File: src/rtl/demux2_stream.sv
// 1-to-2 stream demultiplexer: each input beat is steered by a select bit into one of two
// independent output FIFOs, so a stalled consumer only blocks beats bound for its own side.
module demux2_stream #(
    parameter int unsigned WIDTH = 8,
    parameter int unsigned DEPTH = 4
) (
    input  logic                       clk_i,
    input  logic                       rst_i,
    input  logic [WIDTH-1:0]           in_data_i,
    input  logic                       in_sel_i,
    input  logic                       in_valid_i,
    output logic                       in_ready_o,
    output logic [WIDTH-1:0]           out1_data_o,
    output logic                       out1_valid_o,
    input  logic                       out1_ready_i,
    output logic [WIDTH-1:0]           out2_data_o,
    output logic                       out2_valid_o,
    input  logic                       out2_ready_i,
    output logic [$clog2(DEPTH):0]     count1_o,
    output logic [$clog2(DEPTH):0]     count2_o
);

    localparam int unsigned PtrW = $clog2(DEPTH);
    localparam int unsigned CntW = PtrW + 1;
    localparam logic [CntW-1:0] Full = CntW'(DEPTH);

    logic [WIDTH-1:0] mem_q [2][DEPTH];
    logic [PtrW-1:0]  wr_q  [2];
    logic [PtrW-1:0]  wr_d  [2];
    logic [PtrW-1:0]  rd_q  [2];
    logic [PtrW-1:0]  rd_d  [2];
    logic [CntW-1:0]  cnt_q [2];
    logic [CntW-1:0]  cnt_d [2];
    logic [1:0]       push;
    logic [1:0]       pop;
    logic [1:0]       out_ready;

    assign out_ready = {out2_ready_i, out1_ready_i};

    // A full FIFO refuses its beat even if it pops this edge: no pass-through when full.
    assign in_ready_o = in_sel_i ? (cnt_q[1] != Full) : (cnt_q[0] != Full);

    always_comb begin
        for (int f = 0; f < 2; f++) begin
            push[f]  = in_valid_i && in_ready_o && (in_sel_i == 1'(f));
            pop[f]   = (cnt_q[f] != '0) && out_ready[f];
            wr_d[f]  = push[f] ? wr_q[f] + 1'b1 : wr_q[f];
            rd_d[f]  = pop[f] ? rd_q[f] + 1'b1 : rd_q[f];
            cnt_d[f] = cnt_q[f] + CntW'(push[f]) - CntW'(pop[f]);
        end
    end

    always_ff @(posedge clk_i or posedge rst_i) begin
        if (rst_i) begin
            for (int f = 0; f < 2; f++) begin
                wr_q[f]  <= '0;
                rd_q[f]  <= '0;
                cnt_q[f] <= '0;
                for (int i = 0; i < DEPTH; i++) begin
                    mem_q[f][i] <= '0;
                end
            end
        end else begin
            for (int f = 0; f < 2; f++) begin
                if (push[f]) begin
                    mem_q[f][wr_q[f]] <= in_data_i;
                end
                wr_q[f]  <= wr_d[f];
                rd_q[f]  <= rd_d[f];
                cnt_q[f] <= cnt_d[f];
            end
        end
    end

    assign out1_data_o  = mem_q[0][rd_q[0]];
    assign out2_data_o  = mem_q[1][rd_q[1]];
    assign out1_valid_o = (cnt_q[0] != '0);
    assign out2_valid_o = (cnt_q[1] != '0);
    assign count1_o     = cnt_q[0];
    assign count2_o     = cnt_q[1];

endmodule

File: config.mk
export PLATFORM = sky130hd
export DESIGN_NAME = demux2_stream
export DESIGN_NICKNAME = d
export VERILOG_FILES = /design/src/rtl/demux2_stream.sv
export SDC_FILE = /design/constraint.sdc
export NUM_CORES = 1
export LEC_CHECK = 0
export BUFFER_PORTS_ARGS = -buffer_cell sky130_fd_sc_hd__buf_2
export CORE_MARGIN = 1
export CORE_UTILIZATION = 50
export CTS_BUF_LIST = sky130_fd_sc_hd__clkbuf_4
export CTS_CLUSTER_DIAMETER = 40
export CTS_CLUSTER_SIZE = 16
export DETAILED_ROUTE_END_ITERATION = 6
export PLACE_DENSITY = 0.68
export SLEW_MARGIN = 20
export SYNTH_ARGS = -nofsm -noshare
export SYNTH_HDL_FRONTEND = slang
export SYNTH_SLANG_ARGS = --single-unit
File: constraint.sdc
create_clock -name clk_i -period 4.4 [get_ports clk_i]
set_input_delay 0.88 -clock clk_i [delete_from_list [all_inputs] [get_ports clk_i]]
set_output_delay 0.88 -clock clk_i [all_outputs]
set_load 0.05 [all_outputs]
==> metrics.md <==
| Metric | Value |
|---|---|
| Status | `finished clean` |
| Synth Flop Type | `dfrtp_1` |
| Main combinational cell family by area after synthesis | `multiplexers` |
| Area leader, netlist | `dfrtp_1` |
| Port Buf Inserts | `38` |
| Seq/Total Area, Yosys | `52.3%` |
| Pre-CTS setup slack | `1640 ps` |
| Core Area | `7250 um2` |
| Die Wd | `88.4 um` |
| I/O Pins | `39` |
| H-tree levels | `3` |
| Simple-gate area share of the yosys netlist | `4.09%` |
| Worst Max-Slew Pin Slew | `799 ps` |
| Layout area overhead | `11.5%` |
| Top cells by area, synth | `dfrtp_1 52%, mux2_4 13%, mux2_2 9.9%, mux4_2 9.6%, ha_1 4.0%` |
| Detail Route Antenna Nets | `0` |
| Clock tree root driver cell | `clkbuf_4` |
| Synth top cells by count | `78 x dfrtp_1, 33 x mux2_2, 32 x mux2_4, 16 x mux4_2, 13 x inv_1` |
| Drt wl/cell | `17.4 um` |
| Sink Count | `78` |
| CP startpoint kind | `register` |
| Detailed Routing Iterations Pass 1 | `4` |
| Syn_nets | `256` |
| Yosys warning count | `0` |
| Arrival @ worst endpoint | `2000 ps` |
| RSZ-0062 raised after global routing | `no` |
| Max cap viols | `0` |
| Final period util | `65.5%` |
| Netlist cell types | `26` |
| Final hold vios | `0` |
| Buf/Inv on CP | `1` |
| Total number of vias | `1978` |
| Compound-Gate Fraction of Synth Area | `0.771%` |
| GR Util met2 | `31.0%` |
| Setup Fix Bufs, Post-CTS | `0` |
| Non-Filler Instances | `375` |
| CTS Buffer Depth | `2` |
| Fin util | `57.4%` |
| Grt total ovfl | `0` |
| Grt met3 use | `6.06%` |
| Worst skew pair latency | `420 ps` |
| Global Route Usage Sum | `19.4%` |
| DRT Wirelength | `6520 um` |
| TNS Setup | `0 ps` |
| Fin crit period | `2880 ps` |
| CTS tree | `done` |
| XOR/XNOR Fraction of Synth Area | `2.35%` |
| Die area | `7820 um2` |
| Initial DRC count | `107` |
| Syn Area/Cell | `16.4 um2` |
| Starting Density | `51.5%` |
| Drc violations | `0` |
| Share of layout cells above drive strength 1 | `53.6%` |
| Nets | `299` |
| # resized after CTS | `0` |
| Detail Placement HPWL | `4360 um` |
| Clock slew at reported path FFs | `130 ps` |
| Grt met1 use | `26.0%` |
| Critical-path top delay cell | `dfrtp_1` |
| CP max FO | `10` |
| Worst rel slew slack | `46.5%` |
| PnR worst setup slack | `1520 ps` |
| Most frequent cell after synthesis | `dfrtp_1` |
| Largest net degree at the start of global routing | `39` |
| Final setup fails | `0` |
| Async SR Flop Fraction | `100%` |
| Delay of the slowest critical-path stage | `750 ps` |
| Adder-cell share of the synthesized area | `5.09%` |
| Number of synthesized flops with an enable pin | `0` |
| Cells after Synth | `228` |
| Crit path capture type | `primary output` |
| Die height | `88.4 um` |
| Num rows | `31` |
| Gr busiest metal | `met2` |
| Mux contribution to synthesized area | `32.5%` |
| Synthesized area | `3730 um2` |
| Final Max Tran Viols | `0` |
| Hold_buf cts | `0` |
| Crit path required time | `3520 ps` |
| Vias in the first global route | `2117` |
| Ant diodes | `0` |
| Flops & latches, synth | `78` |
| Max Clock Freq | `347 MHz` |
| Vias per cell | `5.27` |
| Area share of the largest cell type after synthesis | `52.3%` |
| CP Cell Sequence | `mux4_2 -> buf_2` |
| Min-delay worst type | `reg -> reg` |
| GP Congestion | `0.709` |
| First-pass GRT wire length | `11000 um` |
| Dpl cells | `359` |
| Setup Skew | `19.1 ps` |
| TritonCTS buffer count | `9` |
| Antenna violations before repair | `0` |
| CP top delay family | `flip-flops` |
| Critical path type | `reg -> out` |
metal layers:
layer	up-vias	share of wire, %
li1	907	-
met1	1038	46
met2	28	50
met3	5	3.2
met4	0	1.0
met5	-	0
worst reg2reg max path, stage by stage (launching register included):
cell,delay (ps)
dfrtp_1,480
or3b_4,440
and2_2,210
inv_1,60
ha_1,220
inv_1,60
ha_1,130
inv_1,50
fa_1,370
xnor2_1,180
xnor2_1,130
worst paths after layout:
kind,from,to,slack (ps),cells past startpoint
setup reg to reg,count1_o[1],count1_o[2],2010,10
min in group asynchronous,rst_i,mem_q[50],600,2
hold reg to reg,mem_q[48],mem_q[48],520,1
max in group asynchronous,rst_i,mem_q[37],2980,3
hold / removal,mem_q[48],mem_q[48],520,1
setup / recovery,rd_q[2],out1_data_o[3],1520,2
state kept, by name, indices dropped and copies added, names as in the netlist:
name	cells
mem_q	64
rd_q	4
wr_q	4
count1_o	3
count2_o	3
per-stage QoR:
step	instance area (um2)	hold slack, ps
after floorplan	3730	475
after global routing	4160	534
after CTS	4160	519
after global placement	4000	485
after detailed placement	4000	491
final	4160	517
cells in the final DEF (no fill, tap or decap), drive strengths merged, types with 4 or more instances in the layout:
cell type / n
nor3b: 5
and3: 4
inv: 13
dfrtp: 78
xnor2: 7
clkbuf: 10
mux4: 16
buf: 40
mux2: 65
ha: 12
area by class of cell:
class                      count  area (um2)
multi-input combinational    129        1670
clock buffer                  10        75.1
timing repair buffer          40         205
clock inverter                 6        86.3
inverter                      13        48.8
fill                         599        3090
sequential                    78        1950
tap                           99         124
kinds of logic (layout without fill, tap and decap cells):
| family | Yosys count | in the layout |
|---|---|---|
| AOI/OAI and AO/OA | 4 | 4 |
| xor gates and xnor gates | 10 | 10 |
| adders and majority gates | 14 | 14 |
| buffers and inverters | 21 | 69 |
| DFF | 78 | 78 |
| muxes | 81 | 81 |
| and+or+nand+nor | 20 | 20 |
Power is left out: the tool's default activity adds up to more than one toggle a clock period on the data nets, which glitch-free logic cannot reach.
